==> src/rtl/data_mem_arbiter.sv <==
// data_mem_arbiter: round-robin arbiter for NM masters onto one data-memory port,
// with held grants, a one-cycle turnaround gap and sticky timeout/protocol error flags.
module data_mem_arbiter #(
    parameter int NM = 2,
    parameter int AW = 16,
    parameter int DW = 32,
    parameter int HOLD_MAX = 16,
    localparam int OW = $clog2(NM)
) (
    input  logic             Clk,
    input  logic             Rst,
    input  logic [NM-1:0]    req,
    input  logic [NM-1:0]    cs,
    input  logic [NM*AW-1:0] addr,
    input  logic [NM*DW-1:0] wdata,
    input  logic [NM*2-1:0]  wdm,
    input  logic [NM*2-1:0]  rdm,
    output logic [NM-1:0]    grt,
    output logic [OW-1:0]    owner,
    output logic             busy,
    output logic             m_cs,
    output logic [AW-1:0]    m_addr,
    output logic [DW-1:0]    m_wdata,
    output logic [1:0]       m_wdm,
    output logic [1:0]       m_rdm,
    output logic             to_err,
    output logic             prot_err
);
    localparam int HW = $clog2(HOLD_MAX + 2);
    typedef enum logic [1:0] {IDLE, GRANT, GAP} state_t;
    state_t state, state_nx;
    logic [OW-1:0] ptr, pick, off;
    logic [OW:0] sum;
    logic [NM-1:0] rot;
    logic [HW-1:0] hold_cnt;
    logic [AW-1:0] addr_a [NM];
    logic [DW-1:0] wdata_a [NM];
    logic [1:0] wdm_a [NM];
    logic [1:0] rdm_a [NM];
    logic sel;

    for (genvar g = 0; g < NM; g++) begin : g_split
        assign addr_a[g]  = addr[g*AW +: AW];
        assign wdata_a[g] = wdata[g*DW +: DW];
        assign wdm_a[g]   = wdm[g*2 +: 2];
        assign rdm_a[g]   = rdm[g*2 +: 2];
    end

    // Rotate so bit 0 is the master at ptr; lowest set bit is the winner.
    always_comb begin
        rot = NM'({req, req} >> ptr);
        off = '0;
        for (int k = NM - 1; k >= 0; k--)
            if (rot[k]) off = OW'(k);
        sum = {1'b0, ptr} + {1'b0, off};
        pick = OW'(sum >= (OW+1)'(NM) ? sum - (OW+1)'(NM) : sum);
    end

    always_comb begin
        state_nx = state;
        case (state)
            IDLE:    state_nx = |req ? GRANT : IDLE;
            GRANT:   state_nx = req[owner] ? GRANT : GAP;
            default: state_nx = IDLE;
        endcase
    end

    always_ff @(posedge Clk or posedge Rst) begin
        if (Rst) begin
            state    <= IDLE;
            grt      <= '0;
            owner    <= '0;
            ptr      <= '0;
            hold_cnt <= '0;
            to_err   <= 1'b0;
            prot_err <= 1'b0;
        end else begin
            state <= state_nx;
            if (|(cs & ~grt)) prot_err <= 1'b1;
            if (state == IDLE && |req) begin
                grt      <= NM'(1) << pick;
                owner    <= pick;
                hold_cnt <= '0;
            end
            if (state == GRANT) begin
                if (hold_cnt < HW'(HOLD_MAX)) hold_cnt <= hold_cnt + 1'b1;
                if (HOLD_MAX != 0 && hold_cnt + 1'b1 >= HW'(HOLD_MAX)) to_err <= 1'b1;
                if (!req[owner]) begin
                    grt <= '0;
                    ptr <= owner == OW'(NM - 1) ? '0 : owner + 1'b1;
                end
            end
        end
    end

    // Memory port is quiet unless the owner is granted and selecting.
    assign busy    = state == GRANT;
    assign sel     = busy & cs[owner];
    assign m_cs    = sel;
    assign m_addr  = sel ? addr_a[owner] : '0;
    assign m_wdata = sel ? wdata_a[owner] : '0;
    assign m_wdm   = sel ? wdm_a[owner] : '0;
    assign m_rdm   = sel ? rdm_a[owner] : '0;
endmodule

==> config.mk <==
export PLATFORM = sky130hd
export DESIGN_NAME = data_mem_arbiter
export DESIGN_NICKNAME = d
export VERILOG_FILES = /design/src/rtl/data_mem_arbiter.sv
export SDC_FILE = /design/constraint.sdc
export NUM_CORES = 1
export LEC_CHECK = 0
export ABC_CLOCK_PERIOD_IN_PS = 3800
export CORE_AREA = 2 2 65 67
export CTS_BUF_LIST = sky130_fd_sc_hd__clkbuf_8 sky130_fd_sc_hd__clkbuf_16
export DETAILED_ROUTE_END_ITERATION = 10
export DIE_AREA = 0 0 67 69
export DONT_BUFFER_PORTS = 1
export GPL_TIMING_DRIVEN = 1
export PLACE_DENSITY = 0.46
export SETUP_SLACK_MARGIN = 0.3
export SYNTH_ARGS = -nofsm -noshare
export SYNTH_HDL_FRONTEND = slang
export SYNTH_SLANG_ARGS = --single-unit
==> constraint.sdc <==
create_clock -name Clk -period 3.8 [get_ports Clk]
set_clock_uncertainty 0.15 [all_clocks]
set_input_delay 0.95 -clock Clk [delete_from_list [all_inputs] [get_ports Clk]]
set_output_delay 0.95 -clock Clk [all_outputs]
set_load 0.05 [all_outputs]
; ---- After elaboration in Yosys (flattened, before gate mapping)
; Cells that the tools add are included.
[totals]
elab_cells = 63
output_inout_bits = 59
register_bits = 13
[classes]
n_shift = 2
reduce_logical = 6
bitwise = 5
n_addsub = 4
muxes = 33
n_eq_ne = 1
magnitude_cmp = 5
[ops]
columns = op, count
row1 = 32-bit two-way mux, 4
row2 = 16-bit two-way mux, 4
row3 = 2-bit two-way mux, 12
row4 = 5-bit two-way mux, 3
row5 = 1-bit two-way mux, 9
row6 = 5-bit by 1-bit adder with 5-bit output (second input constant), 1
row7 = 5-bit >= comparator (second input constant), 1
row8 = 5-bit less-than comparator (second input constant), 1
row9 = 2-bit >= comparator (second input constant), 2
row10 = 2-bit case mux with 2 select lines, 1
row11 = 2-bit AND reduction, 2
row12 = 2-bit OR reduction, 2
row13 = 4-bit by 1-bit >> shifter with 2-bit output, 1
row14 = 1-bit by 1-bit adder with 2-bit output, 1
row15 = 2-bit AND, 1
row16 = 2-bit by 1-bit equality test with 1-bit output (second input constant), 1
row17 = 2-bit zero test, 1
row18 = 1-bit by 2-bit less-than comparator with 1-bit output (second input constant), 1
row19 = 1-bit NOT with 2-bit output, 1
row20 = 2-bit NOT, 1
row21 = 1-bit by 1-bit << shifter with 2-bit output (first input constant), 1
row22 = 1-bit adder (second input constant), 1
row23 = 1-bit AND, 1
row24 = 1-bit logical AND, 1
row25 = other kinds (2), 2

; ---- Depth between registers and ports, before layout
[depth]
depth_word = 10
depth_mapped = 5

; ---- Worst setup path after synthesis
; No wires, ideal clock.
[synth_path]
path_kind = in2out
from = in cs[1]
to = out m_addr[0]
cell_stages = 4
t_required_ns = 2.700
path_slack_ns = 0.638
arrival_time_ns = 2.062
path_cell_list = mux2_2 nand2_1 buf_2 nor2_1
[synth_via]
elab_chain_cells = 4
[synth_lines]
columns = item, line_no
row1 = start: declaration, 13  ; input logic [NM-1:0] cs,
row2 = 1-bit two-way mux (not written as such) (2 in series), 98  ; assign sel = busy & cs[owner];
row3 = 1-bit AND, 98
row4 = 16-bit two-way mux, 100  ; assign m_addr = sel ? addr_a[owner] : '0;
row5 = end: declaration, 22  ; output logic [AW-1:0] m_addr,
; Every way passes these cells. The select of a mux whose other input is x is not followed.

; ---- Worst setup path in the final report
[layout_path]
from = reg owner
to = out m_wdata[23]
[layout_via]
elab_chain_cells = 5
elab_cells_between_ends = 8
cone_classes = mux (6) / bitwise (2)
[layout_lines]
columns = item, line_no
row1 = start: declaration, 19  ; output logic [OW-1:0] owner,
row2 = start signal: assignment, 82  ; owner <= pick;
row3 = 1-bit NOT with 2-bit output (not written as such), 101  ; assign m_wdata = sel ? wdata_a[owner] : '0;
row4 = 32-bit two-way mux (not written as such) (3 in series), 101
row5 = 32-bit two-way mux *, 101
row6 = end: declaration, 23  ; output logic [DW-1:0] m_wdata,
; Mark *: on every way between the ends. The rest lies on a longest branch, timed or not. The select of a mux whose other input is x is not followed.

==> metrics <==
outcome finished, final reports clean; antenna violations before repair 0; Die ar. 4623 sq um; CP startpoint kind flip-flop; grt total ovfl 0; Cell Rows 23; Die Y-Extent between 60 and 70 um; ANT nets after route 0; Setup-failing EPs final 0; CTS buffer count 3; Sink Count 13; Vias roughly 1500; fmax about 310 MHz; hold buffer count at cts 0; Die Wd 67 um; sw frac between 60% and 70%; Synthesis Warnings 0; total iterations of the first detailed-routing run 4; RSZ-0062 raised after global routing no; max_slew headroom 64.54%; GRT Max-Usage Layer met2; Bufs on Longest Clock Path 2; most frequent cells in the layout buf_4, nor2_1, mux2i_1; combinational share of power about three quarters; final hold vios 0; largest net degree at the start of global routing 54; worst-skew pair later-pin latency roughly 0.25 ns; post-synthesis sequential area ratio 22.93%; Synth Area per Inst around 8 sq um; commonest non-fill, non-tap cell in the layout buf_4; Leak around 0.99 nW; Clock transition at path regs 0.06 ns; Routed WL approximately 4700 um; r2r endpoint hold_cnt[3]$_DFF_PP0_; Worst Path Max Fanout 53; Slew Limit Fails 0; post-synthesis to final-layout area growth 32.98%; Wirelength per Cell ~17 um; Hold Crit Class flip-flop to flip-flop; Tmin final ~3.2 ns; Filler Cell Count 407; Total Nets Final 341; Core ar. 3914 sq um; ratio of cells with drive above 1 in the final layout 27.95%; # Max-Cap Violations 0; GR Layer Usage met2 31.90%; Critical Path AT 2.15 ns; Tot GR Track Use 18.97%; placed insts ~280; vias in the first global route between 1000 and 1500; worst reg2reg startpoint state[1]$_DFF_PP0_; Worst Path Required between 2 and 3 ns; Total Neg Setup Slack 0 ns; CTS tree yes; H-Tree Depth 1; top cell type's share of synthesized area ~37%; # diodes 0; # IOs ~170; area leader, netlist mux2i_1; number of synthesized flops with an enable pin 0; ys async rst share 100.0%; net switching power around 0.0012 W; Power per Cell Area roughly 1000 nW/um^2; kind of critical path flip-flop to primary output; syn_nets 292; starting density of the core between 30% and 40%; HPWL Detailed roughly 4000 um; VDD IR max approximately 0.41 mV; Reg2Reg Depth 3; hold path depth 1; Final period util between 80% and 90%; DRC 0; Post-CTS Resized 0; M1 GR Usage about a quarter; top post-synthesis cells by area mux2i_1, dfrtp_1, nor2_1, buf_2, o21ai_0; CP Capture Type primary output; PortBufs 0; gpl congestion 0.8037; clock network power share under 10%; hold path start state[1]$_DFF_PP0_; Power Internal about 0.00074 W; first-iteration detailed-routing DRC count about 110; buffer count from post-CTS setup fixing 0; Flop pwr share between 10% and 20%; count of state elements after synthesis 13; Yosys cell types 26; vias per cell roughly 5.4; first-pass GRT wire length 6824 um; cells after synthesis between 150 and 200; worst hold endpoint state[0]$_DFF_PP0_; Worst Tran Pin Value around 0.53 ns; met3 Use GR around 3.3%; Post-Layout Cell Count roughly 280; Main synth FF type dfrtp_1; Mapped Area between 1000 and 1500 sq um; CTS root buf clkbuf_8; Reg2Reg Setup Slack 2.18 ns
==> through the flow <==
stage | setup slack, ns | util (%) | hold WS, ns | instance area [sq um] | power, W
final | 0.5512 | 48.21 | 0.3595 | 1887 | 0.001911
after global routing | 0.4415 | 48.21 | 0.3770 | 1887 | 0.002009
after CTS | 0.5449 | 48.21 | 0.3593 | 1887 | 0.001925
after detailed placement | 0.6885 | 47.06 | 0.3513 | 1842 | 0.001797
after global placement | 0.7374 | 47.06 | 0.3475 | 1842 | 0.001775
after floorplan | 0.6382 | - | 0.3102 | 1419 | 0.001463
==> worst max-delay path by stage <==
stage / startpoint / to / slack (ns) / depth (start not counted)
2_1_floorplan: cs[1] / m_addr[0] / 0.64 / 4
3_3_place_gp: cs[1] / m_wdata[26] / 0.74 / 5
3_5_place_dp: cs[1] / m_wdata[7] / 0.69 / 5
4_1_cts: owner$_DFFE_PP0P_ / m_wdata[7] / 0.54 / 5
5_1_grt: owner$_DFFE_PP0P_ / m_wdata[15] / 0.44 / 5
6_report: owner$_DFFE_PP0P_ / m_wdata[23] / 0.55 / 5
==> cells by family (layout without fill, tap and decap cells) <==
kind of cell             Yosys count  after routing  synth area share [%]
flip-flops                        13             13                 22.93
adder cells (fa/ha/maj)            1              1                0.8817
multiplexers                      53             53                 37.48
AND/OR/NAND/NOR                   70             70                 21.08
AO/OA/AOI/OAI                     23             23                 10.49
buffers and inverters             21             69                 7.143
==> synth_stat cells, types with 2 or more instances <==
cell type,number
mux2i_1,52
nand2b_1,2
nor2_1,54
nand3_1,4
o21ai_0,8
a21oi_1,5
nand2_1,3
o211ai_1,5
buf_2,12
inv_1,8
dfrtp_1,13
==> power by group through the flow <==
stage                     clock network, W  logic [W]  registers [W]
after CTS                         0.000126    0.00147       0.000333
final                             0.000124    0.00145       0.000333
after floorplan                          0    0.00118       0.000279
after global placement                   0    0.00144       0.000331
after detailed placement                 0    0.00146       0.000336
after global routing              0.000131    0.00154       0.000340
==> critical path, stage by stage, from the launching register on <==
cell and delay, ns:
dfrtp_4 0.70, mux2_2 0.39, nand2_1 0.06, buf_4 0.40, nor2_1 0.11, buf_4 0.21
==> per-layer routing <==
layer | vias to the layer above | wire length (um)
met4 | 0 | 65
met2 | 86 | 2398
met5 | - | 0
met3 | 7 | 388
met1 | 685 | 1896
li1 | 719 | -
==> cell type report <==
type                            count  area (sq um)  share of cell area [%]
Tap cell                           50         62.56                   3.316
Inverter                            8         30.03                   1.592
Clock buffer                        3         41.29                   2.188
Multi-Input combinational cell    147         992.2                   52.59
Clock inverter                      1         3.754                  0.1989
Timing Repair Buffer               57         427.9                   22.68
Sequential cell                    13         329.1                   17.44
==> registers in the layout (all words and copies together) (netlist names) <==
signal and count:
owner 1, grt 2, to_err 1, state 2
prot_err 1, hold_cnt 5, ptr 1
No activity file was read; power rests on OpenSTA's default activity.
